`src/rtl/sdram_arb_pkg.sv`:
```
// Shared types and constants for the SDRAM wishbone arbiter.
package sdram_arb_pkg;

  typedef enum logic [1:0] {
    ARB_IDLE,
    ARB_BUSY,
    ARB_ABORT
  } arb_state_e;

  localparam int unsigned ARB_TIMEOUT_DEF = 255;
  localparam logic [2:0]  CTI_INCR        = 3'b010;

endpackage

```
`src/rtl/sdram_arb_pick.sv`:
```
// Combinational one-hot winner select. SDRAM_ARB_RR_EN selects round-robin
// starting after the last owner; otherwise the lowest requesting index wins.
module sdram_arb_pick #(
  parameter int unsigned NUM_M = 3
`ifdef SDRAM_ARB_RR_EN
  , parameter int unsigned IDX_W = 2
`endif
) (
  input  logic [NUM_M-1:0] i_req,
`ifdef SDRAM_ARB_RR_EN
  input  logic [IDX_W-1:0] i_last,
`endif
  output logic [NUM_M-1:0] o_gnt
);

  logic w_found;

`ifdef SDRAM_ARB_RR_EN
  int unsigned w_pos;

  always_comb begin
    o_gnt   = '0;
    w_found = 1'b0;
    w_pos   = 0;
    for (int unsigned k = 1; k <= NUM_M; k++) begin
      w_pos = int'(i_last) + k;
      if (w_pos >= NUM_M) w_pos = w_pos - NUM_M;
      if (!w_found && i_req[w_pos]) begin
        o_gnt[w_pos] = 1'b1;
        w_found      = 1'b1;
      end
    end
  end
`else
  always_comb begin
    o_gnt   = '0;
    w_found = 1'b0;
    for (int unsigned k = 0; k < NUM_M; k++) begin
      if (!w_found && i_req[k]) begin
        o_gnt[k] = 1'b1;
        w_found  = 1'b1;
      end
    end
  end
`endif

endmodule

```
`src/rtl/sdram_arbiter.sv`:
```
// Wishbone arbiter sharing the SDRAM controller port among NUM_M masters, with
// an ack watchdog. Define SDRAM_ARB_RR_EN for round-robin instead of fixed priority.
module sdram_arbiter
  import sdram_arb_pkg::*;
#(
  parameter int unsigned NUM_M   = 3,
  parameter int unsigned ADDR_W  = 24,
  parameter int unsigned TIMEOUT = ARB_TIMEOUT_DEF
) (
  input  logic                    wb_clk,
  input  logic                    wb_rst_n,
  input  logic [NUM_M-1:0]        m_cyc,
  input  logic [NUM_M-1:0]        m_stb,
  input  logic [NUM_M-1:0]        m_we,
  input  logic [NUM_M*ADDR_W-1:0] m_adr,
  input  logic [NUM_M*32-1:0]     m_dat_i,
  input  logic [NUM_M*4-1:0]      m_sel,
  input  logic [NUM_M*3-1:0]      m_cti,
  output logic [NUM_M-1:0]        m_ack,
  output logic [NUM_M-1:0]        m_err,
  output logic [31:0]             m_dat_o,
  output logic                    s_cyc,
  output logic                    s_stb,
  output logic                    s_we,
  output logic [ADDR_W-1:0]       s_adr,
  output logic [31:0]             s_dat_o,
  output logic [3:0]              s_sel,
  output logic [2:0]              s_cti,
  input  logic [31:0]             s_dat_i,
  input  logic                    s_ack,
  output logic [NUM_M-1:0]        grant
);

  arb_state_e       r_state, w_nstate;
  logic [NUM_M-1:0] r_grant, r_err, w_req, w_pick;
  logic [7:0]       r_wdt;
  logic             w_own_cyc, w_expire;

  assign w_req     = m_cyc & m_stb;
  assign w_own_cyc = |(m_cyc & r_grant);
  // An ack in the final watchdog cycle keeps the owner in BUSY.
  assign w_expire  = (r_state == ARB_BUSY) && w_own_cyc && !s_ack &&
                     (r_wdt == 8'(TIMEOUT - 1));

`ifdef SDRAM_ARB_RR_EN
  localparam int unsigned IDX_W = (NUM_M > 1) ? $clog2(NUM_M) : 1;
  logic [IDX_W-1:0] r_last, w_pick_idx;

  always_comb begin
    w_pick_idx = '0;
    for (int unsigned k = 0; k < NUM_M; k++) begin
      if (w_pick[k]) w_pick_idx = IDX_W'(k);
    end
  end

  always_ff @(posedge wb_clk or negedge wb_rst_n) begin
    if (!wb_rst_n) begin
      r_last <= IDX_W'(NUM_M - 1);
    end else if (r_state == ARB_IDLE && |w_req) begin
      r_last <= w_pick_idx;
    end
  end

  sdram_arb_pick #(
    .NUM_M (NUM_M),
    .IDX_W (IDX_W)
  ) u_pick (
    .i_req  (w_req),
    .i_last (r_last),
    .o_gnt  (w_pick)
  );
`else
  sdram_arb_pick #(
    .NUM_M (NUM_M)
  ) u_pick (
    .i_req (w_req),
    .o_gnt (w_pick)
  );
`endif

  always_ff @(posedge wb_clk or negedge wb_rst_n) begin
    if (!wb_rst_n) r_state <= ARB_IDLE;
    else           r_state <= w_nstate;
  end

  always_comb begin
    w_nstate = r_state;
    case (r_state)
      ARB_IDLE:  if (|w_req) w_nstate = ARB_BUSY;
      ARB_BUSY:  begin
        if (!w_own_cyc)    w_nstate = ARB_IDLE;
        else if (w_expire) w_nstate = ARB_ABORT;
      end
      ARB_ABORT: if (!w_own_cyc) w_nstate = ARB_IDLE;
      default:   w_nstate = ARB_IDLE;
    endcase
  end

  always_ff @(posedge wb_clk or negedge wb_rst_n) begin
    if (!wb_rst_n) begin
      r_grant <= '0;
      r_wdt   <= '0;
      r_err   <= '0;
    end else begin
      r_err <= w_expire ? r_grant : '0;
      case (r_state)
        ARB_IDLE: begin
          if (|w_req) begin
            r_grant <= w_pick;
            r_wdt   <= '0;
          end
        end
        ARB_BUSY: begin
          if (!w_own_cyc) r_grant <= '0;
          else if (s_ack) r_wdt   <= '0;
          else            r_wdt   <= r_wdt + 8'd1;
        end
        ARB_ABORT: if (!w_own_cyc) r_grant <= '0;
        default:   r_grant <= '0;
      endcase
    end
  end

  // Slave side is a pure mux of the registered grant so the ack path stays combinational.
  always_comb begin
    s_cyc   = 1'b0;
    s_stb   = 1'b0;
    s_we    = 1'b0;
    s_adr   = '0;
    s_dat_o = '0;
    s_sel   = '0;
    s_cti   = '0;
    m_ack   = '0;
    if (r_state == ARB_BUSY) begin
      for (int unsigned k = 0; k < NUM_M; k++) begin
        if (r_grant[k]) begin
          s_cyc   = m_cyc[k];
          s_stb   = m_stb[k];
          s_we    = m_we[k];
          s_adr   = m_adr[k*ADDR_W +: ADDR_W];
          s_dat_o = m_dat_i[k*32 +: 32];
          s_sel   = m_sel[k*4 +: 4];
          s_cti   = m_cti[k*3 +: 3];
        end
      end
      m_ack = r_grant & {NUM_M{s_ack}};
    end
  end

  assign m_err   = r_err;
  assign m_dat_o = s_dat_i;
  assign grant   = r_grant;

endmodule

```
`config.mk`:
```
export PLATFORM = sky130hd
export DESIGN_NAME = sdram_arbiter
export DESIGN_NICKNAME = d
export VERILOG_FILES = /design/src/rtl/sdram_arb_pkg.sv /design/src/rtl/sdram_arb_pick.sv /design/src/rtl/sdram_arbiter.sv
export SDC_FILE = /design/constraint.sdc
export NUM_CORES = 1
export LEC_CHECK = 0
export ABC_AREA = 1
export BUFFER_PORTS_ARGS = -buffer_cell sky130_fd_sc_hd__buf_2
export CAP_MARGIN = 20
export CORE_AREA = 2 2 132 134
export CTS_CLUSTER_SIZE = 12
export DETAILED_ROUTE_END_ITERATION = 6
export DIE_AREA = 0 0 134 136
export HOLD_SLACK_MARGIN = 0.08
export PLACE_DENSITY_LB_ADDON = 0.3
export SYNTH_ARGS = -nofsm -noshare
export SYNTH_HDL_FRONTEND = slang
export SYNTH_SLANG_ARGS = --single-unit
```
`constraint.sdc`:
```
create_clock -name wb_clk -period 1.8 [get_ports wb_clk]
set_input_delay 0.27 -clock wb_clk [delete_from_list [all_inputs] [get_ports wb_clk]]
set_output_delay 0.27 -clock wb_clk [all_outputs]
set_load 0.02 [all_outputs]
```
==> summary.md <==
| Metric | Value |
|---|---|
| Status | `complete, but fails checks` |
| Failing checks | `negative setup slack` |
| Clock Pin Slew Worst Setup and Hold Paths | `0.05 ns` |
| Cell Rows | `48` |
| Num CTS Buffers | `3` |
| Area contributors post-synth | `a21oi_1, nand2_1, dfrtp_1` |
| Drt pass-1 iters | `4` |
| Syn Inst Count | `467` |
| Global-route met3 utilization | `0.02796` |
| Fmax | `544.3 MHz` |
| Vias per inst | `4.513` |
| Internal power | `0.003698 W` |
| Slowest Stage Delay on Critical Path | `0.38 ns` |
| Sw frac | `0.5002` |
| Min cycle time layout | `1.837 ns` |
| Syn avg cell area | `5.726 um2` |
| Die X | `134 um` |
| Vias in the first global route | `3796` |
| Initial DRC count | `237` |
| VDD IR max | `0.5339 mV` |
| Switch Pwr | `0.003701 W` |
| Clk_lat worst skew | `0.25 ns` |
| Full die area | `18220 um2` |
| Tcrit/Tclk final | `1.021` |
| Relative slew margins | `0.7378` |
| Setup violations, final | `23` |
| Clk buf depth | `2` |
| Leading cell types in the layout, fill and taps excluded | `buf_2, nand2_1, a21oi_1, buf_4, a21oi_2` |
| Worst-Margin Slew | `0.3933 ns` |
| CTS Sinks | `16` |
| Final net count | `951` |
| Sequential Power Share | `0.066` |
| ANT cells | `0` |
| Clock tree root driver cell | `clkbuf_16` |
| DR DRC count | `0` |
| Most common cell after layout, fill and taps aside | `buf_2` |
| YS warnings | `0` |
| CTS tree | `yes` |
| Crit path DAT | `1.57 ns` |
| GR peak layer | `met2` |
| GPL Wtd Cong | `0.7850` |
| Kind of critical path | `flip-flop to output port` |
| EDFF count, synth | `0` |
| H-tree Lvls | `1` |
| Worst path cell trace | `inv_2 -> ha_4 -> buf_12 -> clkbuf_16 -> o21ai_1 -> a21oi_1 -> buf_4` |
| Non-filler cells, final | `937` |
| Antenna Nets Post-Route | `0` |
| First-pass GRT wire length | `20690 um` |
| P_leak | `2.361 nW` |
| Synth Flop Type | `dfrtp_1` |
| Pwr Density | `1417 nW/um2` |
| Synth Register Bits | `16` |
| CP max-delay cell | `dfrtp_1` |
| Initial antenna violation count | `1` |
| Mapped cell area | `2674 um2` |
| Clk pwr share | `0.066` |
| Final worst slack | `-0.03707 ns` |
| M1 GR Usage | `0.1780` |
| Post-synth ARST share | `1.000` |
| Max Slew Vio Count | `0` |
| Final Core Density | `0.3093` |
| Total Routing Usage GR | `0.1419` |
| GR Overflow Total | `0` |
| Average wire per standard cell | `16.11 um` |
| Worst Setup End Kind | `output port` |
| Core ar. | `16880 um2` |
| Yosys cell types | `27` |
| # IOs | `340` |
| Synth-to-layout area growth | `95.23%` |
| RSZ-0062 raised after global routing | `true` |
| Placed insts | `908` |
| Place WS | `0.1074 ns` |
| Register area share after synthesis | `0.1497` |
| Ratio of cells with drive above 1 in the final layout | `0.5772` |
| Met2 GRT Util | `0.2430` |
| Hold Vio Cnt, Final | `0` |
| Die height | `136 um` |
| WL final | `15090 um` |
| Crit Path Max Fanout | `8` |
| Combinational share of power | `0.868` |
| HP Class | `input port to flip-flop` |
| Hold slack | `0.3368 ns` |
| Startpoint types | `flip-flop` |
| Largest net degree at the start of global routing | `57` |
| Syn Nets | `705` |
| Clk_skew | `0.003110 ns` |
| I/O Buffers | `275` |
| WP data required | `1.53 ns` |
| Initial Util | `0.1584` |
| Max-Cap Viols | `0` |
| Synth area leader | `a21oi_1` |
| DP HPWL | `10240 um` |
| Tot Pwr | `0.007399 W` |
| Synth top area share | `0.2452` |
| Detailed-route via count | `4229` |
==> logic make-up after synthesis <==
| logic type | Yosys count | share of synthesized area |
|---|---|---|
| AND/OR/NAND/NOR | 150 | 0.2466 |
| adder cells (fa/ha/maj) | 5 | 0.02340 |
| flip-flops | 16 | 0.1497 |
| AO/OA/AOI/OAI | 207 | 0.3889 |
| buffers and inverters | 89 | 0.1914 |
==> power groups by stage <==
stage,clock [W],combinational (W),sequential (W)
finish,0.000489,0.00642,0.000488
global route,0.000512,0.00686,0.000496
CTS,0.000499,0.00520,0.000486
detailed placement,0,0.00409,0.000494
global placement,0,0.00410,0.000495
floorplan,0,0.00273,0.000495
==> worst paths after layout <==
check                                 from  endpoint  slack [ns]  cells after the start
worst max-delay path            r_state[1]  s_sel[3]       -0.04                      7
min in group asynchronous         wb_rst_n  r_wdt[7]        0.48                      2
worst min register to register    r_wdt[7]  r_wdt[7]        0.54                      2
worst max register to register  r_state[1]  r_wdt[7]        0.21                      8
worst min-delay path              m_cyc[2]  grant[2]        0.34                      3
max in group asynchronous         wb_rst_n  grant[1]        1.02                      2
==> worst max-delay path: cells and delay by family, from the launching register on <==
family                   cells  cell delay [ns]
AO/OA/AOI/OAI                2             0.19
adder cells (fa/ha/maj)      1             0.16
flip-flops                   1             0.38
buffers and inverters        4             0.57
==> per-layer routing <==
layer / wire, um / part of all wire / vias up
met5: 13 / 0.00086 / -
met4: 414 / 0.027 / 2
met3: 1110 / 0.074 / 29
met2: 7298 / 0.48 / 172
met1: 6255 / 0.41 / 1963
li1: - / - / 2063
==> final cells by class <==
type	instances	area [um2]
sequential	16	402.9
multi-input combinational	362	2069
tap	225	281.5
clock buffer	4	88.84
inverter	19	71.32
timing repair buffer	311	2306
fill	1885	11660
==> synth_stat cells (5+ instances only) <==
cell type	instances
a21oi_1	131
buf_2	9
buf_4	40
clkbuf_1	17
dfrtp_1	16
ha_1	5
inv_1	19
nand2_1	108
nand3_1	8
nand4_1	8
nor2_1	11
o21ai_0	68
o21ai_1	6
==> repair_timing <==
action | 4_1_cts | 5_1_grt
cloned | 6 | 5
endpoints found under the hold margin | 16 | 0
setup buffers | 9 | 4
setup endpoints to repair | 69 | 69
pin swaps | 2 | 3
resized for setup | 84 | 151
hold buffers | 1 | 0
==> flip-flops by register name, summed over array words and instances (netlist names) <==
signal   flops
r_wdt        8
grant        3
r_state      2
m_err        3
==> metrics by stage <==
stage	setup TNS [ns]	instance area, um2
global placement	0	4096
floorplan	0	2674
detailed placement	0	4096
finish	-0.3490	5220
CTS	-0.7373	4667
global route	-4.562	5220
Power figures use the tool's default switching activity.
